**src/rtl/bcd_pkg.sv**
```systemverilog
// Shared definitions for the BCD display path: segment codes, digit states,
// and the BCD-valid predicate.
package bcd_pkg;

  // Active-low gfedcba segment codes
  localparam logic [6:0] SEG_0     = 7'h40;
  localparam logic [6:0] SEG_1     = 7'h79;
  localparam logic [6:0] SEG_2     = 7'h24;
  localparam logic [6:0] SEG_3     = 7'h30;
  localparam logic [6:0] SEG_4     = 7'h19;
  localparam logic [6:0] SEG_5     = 7'h12;
  localparam logic [6:0] SEG_6     = 7'h02;
  localparam logic [6:0] SEG_7     = 7'h78;
  localparam logic [6:0] SEG_8     = 7'h00;
  localparam logic [6:0] SEG_9     = 7'h10;
  localparam logic [6:0] SEG_E     = 7'h06;
  localparam logic [6:0] SEG_BLANK = 7'h7F;

  typedef enum logic [1:0] {
    UNITS = 2'd0,
    TENS  = 2'd1,
    HUND  = 2'd2
  } digit_t;

  function automatic logic bcd_valid(input logic [3:0] nib);
    return nib <= 4'd9;
  endfunction

endpackage

```
**src/rtl/bcd_to_seg.sv**
```systemverilog
// Combinational nibble to active-low 7-segment decoder; non-BCD values show E.
module bcd_to_seg
  import bcd_pkg::*;
(
  input  logic [3:0] nib,
  output logic [6:0] seg
);

  always_comb begin
    seg = SEG_E;
    unique case (nib)
      4'd0:    seg = SEG_0;
      4'd1:    seg = SEG_1;
      4'd2:    seg = SEG_2;
      4'd3:    seg = SEG_3;
      4'd4:    seg = SEG_4;
      4'd5:    seg = SEG_5;
      4'd6:    seg = SEG_6;
      4'd7:    seg = SEG_7;
      4'd8:    seg = SEG_8;
      4'd9:    seg = SEG_9;
      default: seg = SEG_E;
    endcase
  end

endmodule

```
**src/rtl/bcd_display_mux.sv**
```systemverilog
// Captures a 2-digit BCD sum plus carry and drives a 3-digit multiplexed
// common-anode display. Optional leading-zero blanking: BCD_DISP_LZB_EN.
module bcd_display_mux
  import bcd_pkg::*;
#(
  parameter int unsigned REFRESH_DIV = 50000
) (
  input  logic       clk,
  input  logic       rst,
  input  logic       load,
  input  logic [7:0] sum,
  input  logic       cout,
  output logic [2:0] an,
  output logic [6:0] seg,
  output logic       err
);

  localparam int unsigned CW = (REFRESH_DIV > 2) ? $clog2(REFRESH_DIV) : 1;

  logic [8:0]    cap;
  logic [CW-1:0] cnt;
  logic          tc;
  digit_t        state, state_nxt;
  logic [3:0]    nib;
  logic [6:0]    dec_seg;
  logic [6:0]    seg_nxt;
  logic [2:0]    an_nxt;
  logic          blank;

  assign tc  = (cnt == CW'(REFRESH_DIV - 1));
  assign err = ~bcd_valid(cap[3:0]) | ~bcd_valid(cap[7:4]);

  always_ff @(posedge clk or posedge rst) begin
    if (rst) begin
      cap   <= '0;
      cnt   <= '0;
      state <= UNITS;
    end else begin
      if (load)
        cap <= {cout, sum};
      cnt   <= tc ? '0 : cnt + CW'(1);
      state <= state_nxt;
    end
  end

  always_comb begin
    state_nxt = state;
    if (tc) begin
      unique case (state)
        UNITS:   state_nxt = TENS;
        TENS:    state_nxt = HUND;
        default: state_nxt = UNITS;
      endcase
    end
  end

  // Digit select and enables from the current state; unreachable encoding maps to units
  always_comb begin
    nib    = cap[3:0];
    an_nxt = 3'b110;
    blank  = 1'b0;
    unique case (state)
      TENS: begin
        nib    = cap[7:4];
        an_nxt = 3'b101;
`ifdef BCD_DISP_LZB_EN
        blank  = ~cap[8] & (cap[7:4] == 4'd0);
`endif
      end
      HUND: begin
        nib    = {3'b000, cap[8]};
        an_nxt = 3'b011;
`ifdef BCD_DISP_LZB_EN
        blank  = ~cap[8];
`endif
      end
      default: begin
        nib    = cap[3:0];
        an_nxt = 3'b110;
      end
    endcase
  end

  bcd_to_seg u_dec (
    .nib (nib),
    .seg (dec_seg)
  );

  // Blanking only ever fires for a zero nibble, so E is never suppressed
  assign seg_nxt = blank ? SEG_BLANK : dec_seg;

  always_ff @(posedge clk or posedge rst) begin
    if (rst) begin
      an  <= '1;
      seg <= SEG_BLANK;
    end else begin
      an  <= an_nxt;
      seg <= seg_nxt;
    end
  end

endmodule

```
**config.mk**
```make
export PLATFORM = sky130hd
export DESIGN_NAME = bcd_display_mux
export DESIGN_NICKNAME = d
export VERILOG_FILES = /design/src/rtl/bcd_pkg.sv /design/src/rtl/bcd_to_seg.sv /design/src/rtl/bcd_display_mux.sv
export SDC_FILE = /design/constraint.sdc
export NUM_CORES = 1
export LEC_CHECK = 0
export ABC_AREA = 1
export CORE_ASPECT_RATIO = 1.4
export CORE_MARGIN = 2
export CORE_UTILIZATION = 60
export DETAILED_ROUTE_END_ITERATION = 10
export DONT_BUFFER_PORTS = 1
export MAX_ROUTING_LAYER = met4
export PLACE_DENSITY_LB_ADDON = 0.2
export SLEW_MARGIN = 0
export SYNTH_ARGS = -nofsm -noshare
export SYNTH_HDL_FRONTEND = slang
export SYNTH_SLANG_ARGS = --single-unit
```
**constraint.sdc**
```tcl
create_clock -name clk -period 3.7 [get_ports clk]
set_input_delay 0.925 -clock clk [delete_from_list [all_inputs] [get_ports clk]]
set_output_delay 0.925 -clock clk [all_outputs]
set_load 0.01 [all_outputs]
```
==> results.py <==
metrics = {
    "status": {
        "status": "completed",
    },
    "sta": {
        "grt_setup_unrepaired": "false",
        "setup_viol_count_final": 0,
        "fmax_mhz": 463,
        "fin_tns_setup_ns": 0,
        "final_hold_viol_count": 0,
        "hold_slack_ns": 0.483,
        "worst_slew_pin_slew_ns": 1.08,
        "period_minus_slack_ns": 2.16,
        "drv_slew": 0,
        "slew_headroom": 0.279,
        "fin_skew_ns": 0.00856,
        "fin_crit_sh": 0.583,
    },
    "setup_path": {
        "reg2reg_depth": 7,
        "crit_path_end_kind": "flip-flop",
        "setup.worst_path.start_class": "flip-flop",
        "worstPathArrival_ns": 2.37,
        "crit_fanout": 7,
        "critical_path_class": "flip-flop to flip-flop",
        "required_ns": 3.91,
    },
    "route": {
        "antenna_left": 0,
        "wire_per_inst_um": 12.5,
        "drt_iter0_drc": 19,
        "wl_um": 3410,
        "vias_per_cell": 5.10,
        "dr_total_vias": 1388,
        "drcViolationCount": 0,
        "drt-pass1-iter-count": 4,
    },
    "yosys": {
        "synth.distinct_cells": 26,
        "synth_top_family_by_area": "simple AND/OR/NAND/NOR gates",
        "synth-seq-cells": 37,
        "yosysWarnings": 0,
        "syn_nets": 247,
        "netlist_area_um2": 1910,
        "synth_xor_area_frac": 0.0229,
        "synthAdderAreaFrac": 0.0655,
        "synth-seq-area-share": 0.491,
        "synth_compound_area_frac": 0.0491,
        "syn_avg_cell_area_um2": 8.49,
        "synth_mux_area_frac": 0.0236,
        "syn_inst": 225,
        "yosys.area_share.simple": 0.273,
    },
    "power_and_ir_drop": {
        "swShare": 0.242,
        "power_frac_seq": 0.581,
        "p_clk_frac": 0.347,
        "p_int_uw": 584,
        "vdd_drop_max_v": 0.000301,
        "cellPowerDensity_nw_per_um2": 377,
        "p_sw_uw": 187,
        "power_frac_comb": 0.072,
        "p_leak_nw": 1.02,
    },
    "placement": {
        "io_buffers": 0,
        "dpl_cell_area_um2": 1960,
        "place.gp.congestion": 0.823,
        "dp_hpwl_um": 2610,
    },
    "die": {
        "initial_utilization": 0.618,
        "die_w_um": 51.7,
        "die_h_um": 70.8,
        "core_um2": 3090,
        "dieArea_um2": 3660,
        "io_pins": 23,
        "num_rows": 24,
    },
    "clock_network": {
        "cts_tree": "built",
        "post-cts-setup-buffers": 0,
        "clk_latency_ns": 0.29,
        "clk_pin_slew_worst_paths_ns": 0.07,
        "cts_sinks": 37,
        "clock_path_buffers": 2,
        "cts-root-buf": "clkbuf_8",
        "cts-htree-levels": 2,
        "cts_hold_buf": 0,
        "numCtsBuffers": 5,
        "cts_resized": 0,
    },
    "global_routing": {
        "antenna_found_initial": 0,
        "track_usage": 0.236,
        "grt_pass1_wl_um": 6230,
        "grt_max_degree": 31,
        "gr-total-overflow": 0,
        "grt_pass1_vias": 1492,
    },
    "finish": {
        "fill_cells": 260,
        "mostFrequentLayoutCell": "nand2_1",
        "area_growth_pct": 7.01,
        "finalNetCount": 254,
        "diodes": 0,
        "multiInputGateArea_um2": 830,
        "final-seq-area_um2": 938,
        "layout-drive-gt1-share": 0.176,
        "final_cell_mix": "nand2_1 (49), inv_1 (32), nor2_1 (31)",
        "fin_area_um2": 2040,
    },
    "min_path": {
        "hold_path_class": "flip-flop to flip-flop",
        "whs_path_depth": 1,
    },
    "flow_run": {
        "cap_viol_max_count": 0,
    },
}
critical path, cell delays in order (launching register included):
cell	delay (ns)
dfrtp_1	0.42
inv_1	0.10
ha_1	0.41
nand2_1	0.11
o22ai_1	0.37
inv_1	0.16
ha_1	0.33
o21ai_0	0.18
cells by family (layout without fill, tap and decap cells):
family / count (synthesis) / count (layout)
mux: 4 / 4
compound gates: 17 / 17
fa+ha+maj: 10 / 10
buf+inv: 38 / 46
flops: 37 / 37
xor+xnor: 5 / 5
simple gates: 114 / 114
metal layers:
| layer | track usage | vias to the layer above | share of wire |
|---|---|---|---|
| li1 | - | 711 | - |
| met4 | 0.120 | 0 | 0.025 |
| met2 | 0.427 | 23 | 0.57 |
| met3 | 0.0485 | 7 | 0.024 |
| met1 | 0.229 | 647 | 0.38 |
| met5 | - | - | 0 |
metrics by stage:
step / total power [mW] / worst slack (ns) / utilization / std cells
2_1_floorplan: 0.498 / 1.85 / - / 225
3_3_place_gp: 0.510 / 1.72 / 0.635 / 264
3_5_place_dp: 0.512 / 1.55 / 0.635 / 264
4_1_cts: 0.777 / 1.53 / 0.661 / 272
5_1_grt: 0.808 / 1.30 / 0.661 / 272
6_report: 0.771 / 1.54 / 0.661 / 272
sequential cells by signal, indices dropped and copies added (netlist names):
register	cells
an	3
cap	9
cnt	16
seg	7
state	2
final timing paths:
path | startpoint | endpoint | slack, ns
max | state[0] | seg[1] | 1.54
min | cnt[0] | cnt[0] | 0.48
max reg2reg | state[0] | seg[1] | 1.54
min reg2reg | cnt[0] | cnt[0] | 0.48
max in group asynchronous | rst | seg[2] | 2.12
min in group asynchronous | rst | state[1] | 0.80
cells in the mapped netlist:
| library cell | n | area, um2 |
|---|---|---|
| inv_1 | 32 | 120 |
| o21ai_0 | 8 | 40.0 |
| mux2_2 | 4 | 45.0 |
| and3_1 | 1 | 6.26 |
| nand4_1 | 2 | 12.5 |
| a21oi_1 | 3 | 15.0 |
| o22ai_1 | 1 | 6.26 |
| nor2_4 | 3 | 33.8 |
| xnor2_1 | 1 | 8.76 |
| xor2_1 | 4 | 35.0 |
| nand2_1 | 49 | 184 |
| o21ai_1 | 3 | 15.0 |
| nand3_2 | 1 | 10.0 |
| nor2_1 | 31 | 116 |
| ha_1 | 10 | 125 |
| nand3_1 | 15 | 75.1 |
| nand2_2 | 4 | 25.0 |
| dfrtp_1 | 27 | 676 |
| a21oi_2 | 1 | 8.76 |
| nand3b_1 | 3 | 22.5 |
| nand2_4 | 1 | 11.3 |
| clkbuf_1 | 1 | 3.75 |
| dfstp_2 | 10 | 263 |
| nor2_2 | 4 | 25.0 |
| inv_2 | 5 | 18.8 |
| o21ai_2 | 1 | 8.76 |
layout make-up:
cell class                 instances  area share
multi-input combinational        150       0.406
inverter                          37      0.0679
tap                               39      0.0239
clock buffer                       7      0.0373
clock inverter                     1     0.00245
timing repair buffer               1     0.00367
sequential                        37       0.459
power groups by stage:
stage	sequential (mW)	combinational, mW	clock, mW
global placement	0.455	0.0544	0
CTS	0.448	0.0570	0.272
floorplan	0.452	0.0461	0
detailed placement	0.456	0.0567	0
finish	0.448	0.0559	0.268
global route	0.450	0.0674	0.291
No activity file was read; power rests on OpenSTA's default activity.
==> edit 1, RTL diff (config.mk and constraints unchanged) <==
Set the parameter `REFRESH_DIV` to 100000 (it was 50000).
--- a/src/rtl/bcd_display_mux.sv
+++ b/src/rtl/bcd_display_mux.sv
@@ -3,7 +3,7 @@
 module bcd_display_mux
   import bcd_pkg::*;
 #(
-  parameter int unsigned REFRESH_DIV = 50000
+  parameter int unsigned REFRESH_DIV = 100000
 ) (
   input  logic       clk,
   input  logic       rst,
Check against the original RTL: no difference found for any inputs over 10 cycles, from zero or initial values and one cycle with rst high; that may be too few to reach the edited logic, so the function may still have changed.
==> edit 1 against the unedited design <==
  * Fmax up 1.9%
  * Sequential share of layout area up 1.1 points
  * First-iteration DRC count up 26%
  * Utilization up 0.85 points
  * Highest routed layer unchanged
  * Setup slack better by 0.040 ns
  * Largest power group unchanged
  * Via count up 0.79%
  * Sequential cell count up 1
  * Largest cell class unchanged
  * Synthesized area down 1.4%
  * Routed wire length down 0.82%
  * Final area up 0.31%
  * Final cell count down 1.5%
  * Power up 11%
==> edit 1: results (changes against the unedited design) <==
[clocking]
root_buffer=clkbuf_8
cts_setup_buffers=0  ; unchanged
cts_buffers=5  ; unchanged

[global_routing]
met3_usage_pct=4.49  ; -0.37 points
grt_max_degree=32  ; +3.2%
grt_pass1_wl_um=6030  ; -3.2%
grt_usage_pct=23.1  ; -0.48 points
grtUsageMet1_pct=22.4  ; -0.44 points
grt_pass1_vias=1475  ; -1.1%
grt_util_met2_pct=42.0  ; -0.71 points

[min_path]
hold_path.class=register to register
hold_depth=1  ; unchanged

[critical_path]
reg2reg_to=seg[0]
critPathTopFamily=adder cells
slowest_stage=ha_1
ff2ff_setup_slack_ns=1.58  ; +0.04 ns
cp_max_fo=8  ; +1
worstPathArrival_ns=2.33  ; -0.04 ns
rr_worst_depth=8  ; +1

[route]
drtPass1Iterations=4  ; unchanged
topRoutingLayerUsed=met4
dr_wl_met3_um=93  ; +12%
post_drt_wl_per_cell_um=12.6  ; +0.66%
wl_met1_um=1220  ; -4.7%
drt_iter0_drc=24  ; +5
viasPerCell=5.22  ; +2.3%
routed-wl-met2_um=1950  ; about the same
vias=1399  ; +0.79%

[logic_synthesis]
synth.area.top_cells=dfrtp_1 37%, dfstp_2 14%, nand2_1 9.8%
yosysUniqueCellTypes=26  ; unchanged
ys.flop_type=dfrtp_1
ys_seq_area_share_pct=51.1  ; +2.0 points
avgSynthCellArea_um2=8.57  ; +0.87%
syn_nets=242  ; -2.0%
muxShareOfSynthArea_pct=1.79  ; -0.56 points
synth_commonest_cells=49 x nand2_1, 35 x nor2_1, 30 x inv_1, 28 x dfrtp_1, 14 x o21ai_0
yosys.area_share.adder_pct=6.64  ; +0.091 points
synth_compound_area_share_pct=5.44  ; +0.53 points
synth_xor_area_share_pct=4.18  ; +1.9 points
yosysWarnings=0  ; unchanged

[layout]
antenna_cells=0  ; unchanged
nFillCells=260  ; unchanged
layout.nets=250  ; -1.6%
drive_gt1_share_pct=13.5  ; -4.1 points
top_regs=cnt: 17 flops, cap: 9 flops, seg: 7 flops

[sta]
fin_ws_ns=1.58  ; +0.0402 ns
worst_hold_slack_ns=0.477  ; -0.00614 ns
slew_headroom_pct=23.6  ; -4.2 points
skew_ns=0.00756  ; -0.00100 ns

[placed_design]
place_area_um2=1940  ; -0.96%
hpwl_um=2600  ; -0.41%
place_inst=260  ; -1.5%
gp_routability_congestion=0.917  ; +11%
port_buffers=0  ; unchanged

[run_status]
status=finished clean

[power_and_ir_drop]
peakVddDrop_mv=0.371  ; +24%
leakagePower_nw=1.03  ; +0.57%

[edit 1: cell count changes in the layout (fill, tap and decap cells not counted), sizes merged, moves of 2 or more]
cell    unedited run  this run
and2               0         2
inv               37        33
nand2             54        52
nand3             16        11
nand3b             3         0
o21ai             12        15
xor2               4         7
[edit 1: worst max-delay path by stage]
stage                  end  startpoint  cells after the start
floorplan           seg[0]    state[0]                      8
global placement    seg[2]         rst                      2
detailed placement  seg[3]    state[0]                      8
CTS                 seg[3]    state[0]                      8
global route        seg[3]    state[0]                      8
finish              seg[0]    state[0]                      8
[edit 1: layout make-up]
cell class	count	area (µm²)	area share, %
clock inverter	1	30.0	1.46
inverter	34	133	6.47
tap	39	48.8	2.38
timing repair buffer	2	15.0	0.732
clock buffer	7	76.3	3.72
multi-input combinational	147	785	38.3
sequential	38	963	47.0
[edit 1: power breakdown]
part | switching, mW | internal (mW)
Clock | 0.135 | 0.202
Combinational | 0.0379 | 0.0188
Sequential | 0.0149 | 0.444
==> edit 2, RTL diff (config.mk and constraints unchanged) <==
Made on the original files. The 3 values of `digit_t` get a one-hot encoding in 3 bits.
--- a/src/rtl/bcd_pkg.sv
+++ b/src/rtl/bcd_pkg.sv
@@ -16,10 +16,10 @@
   localparam logic [6:0] SEG_E     = 7'h06;
   localparam logic [6:0] SEG_BLANK = 7'h7F;
 
-  typedef enum logic [1:0] {
-    UNITS = 2'd0,
-    TENS  = 2'd1,
-    HUND  = 2'd2
+  typedef enum logic [2:0] {
+    UNITS = 3'b001,
+    TENS  = 3'b010,
+    HUND  = 3'b100
   } digit_t;
 
   function automatic logic bcd_valid(input logic [3:0] nib);
Function: same outputs for any inputs over 10 cycles, from zero or initial values and one cycle with rst high; not proved beyond that.
==> edit 2 against the unedited design <==
  * Routed wire length down 2.8%
  * Via count up 3.2%
  * Register-to-register slack better by 0.41 ns
  * Synthesized area is 1.4% lower
  * Clock power increased by 21%
  * Sequential share of layout area rose by 1.3 points
  * Critical path depth fell by 5
  * Setup slack improved by 0.24 ns
  * Fmax increased by 13%
  * Final area about the same
  * Sequential cell count up 1
  * Power increased by 9.7%
  * First-iteration DRC count up 42%
  * Highest routed layer unchanged
==> edit 2: results (changes against the unedited design) <==
[run_status]
status=finished clean

[route]
wl_um=3310  ; -2.8%
dr_wl_met3_um=97  ; +17%
routed-wl-met2_um=1800  ; -8.0%
wl_met1_um=1340  ; +4.2%
drt_iter0_drc=27  ; +8
viasPerCell=5.26  ; +3.2%
post_drt_wl_per_cell_um=12.2  ; -2.8%

[global_routing]
grt_util_met2_pct=37.8  ; -4.9 points
grt_max_degree=39  ; +26%
grt_pass1_vias=1453  ; -2.6%
grt_usage_pct=22.1  ; -1.5 points
met3_usage_pct=6.84  ; +2.0 points
grt_pass1_wl_um=5730  ; -8.0%
grtUsageMet1_pct=22.0  ; -0.81 points

[layout]
nonClockBufferCount=1  ; unchanged
seq_area_share_pct=47.2  ; +1.3 points
nMultiInputCombCells=149  ; -0.67%
buf_share_pct=0.367  ; about the same
n_clock_buffer=8  ; +1
seq_cell_count=38  ; +2.7%
layout.nets=250  ; -1.6%
drive_gt1_share_pct=14.6  ; -3.0 points
clkCellAreaFrac_pct=5.38  ; +1.4 points
nFillCells=271  ; +4.2%
multi_input_area_um2=776  ; -6.5%

[power_and_ir_drop]
p_seq_share_pct=54.6  ; -3.5 points
p_sw_mw=0.191  ; +2.2%
peakVddDrop_mv=0.347  ; +15%
leakagePower_nw=1.02  ; -0.33%
clk-power_mw=0.324  ; +21%

[sta]
slew_headroom_pct=70.2  ; +42 points
skew_ns=0.00388  ; -0.00468 ns

[critical_path]
cp_max_fo=4  ; -3
rr_worst_depth=10  ; +3
reg2reg_to=seg[4]
reg2reg_from=state[2]
worstPathArrival_ns=0.99  ; -1.38 ns
ff2ff_setup_slack_ns=1.95  ; +0.41 ns

[logic_synthesis]
syn_nets=243  ; -1.6%
synth_commonest_cells=53 x nand2_1, 35 x inv_1, 30 x nor2_1, 27 x dfrtp_1, 14 x nand3_1
yosys.area_share.adder_pct=3.99  ; -2.6 points
muxShareOfSynthArea_pct=2.99  ; +0.63 points
yosysUniqueCellTypes=23  ; -12%
synth_xor_area_share_pct=2.79  ; +0.50 points
ys_seq_area_share_pct=51.2  ; +2.1 points
synth.area.top_cells=dfrtp_1 36%, dfstp_2 15%, nand2_1 11%
avgSynthCellArea_um2=8.37  ; -1.4%
synth_compound_area_share_pct=6.38  ; +1.5 points

[min_path]
hold_end=cnt[0]
hold_path.class=register to register

[placed_design]
hpwl_um=2560  ; -2.0%
gp_routability_congestion=0.882  ; +7.2%

[clocking]
root_buffer=clkbuf_8

-- edit 2: per-stage QoR --
step	power [mW]	cell area, µm²	hold slack, ns	util (%)	setup slack, ns
after floorplan	0.515	1880	0.433	-	1.93
after global routing	0.880	2050	0.488	66.8	1.71
after detailed placement	0.529	1940	0.454	63.2	2.02
after CTS	0.855	2050	0.463	66.8	1.77
final	0.846	2050	0.458	66.8	1.78
after global placement	0.527	1940	0.446	63.2	2.07
-- edit 2: worst max path at each step --
stage                         from  endpoint  slack (ns)  cells past startpoint
after detailed placement  state[0]    seg[5]        2.02                     10
after global placement    state[0]    seg[6]        2.07                     10
final                       cap[2]       err        1.78                      2
after global routing        cap[2]       err        1.71                      2
after floorplan                rst    cap[0]        1.93                      1
after CTS                   cap[2]       err        1.77                      2
-- edit 2: worst max-delay path, stage by stage (launching register included) --
cell	delay (ns)
dfrtp_1	0.43
o21ai_0	0.16
nand2_1	0.12
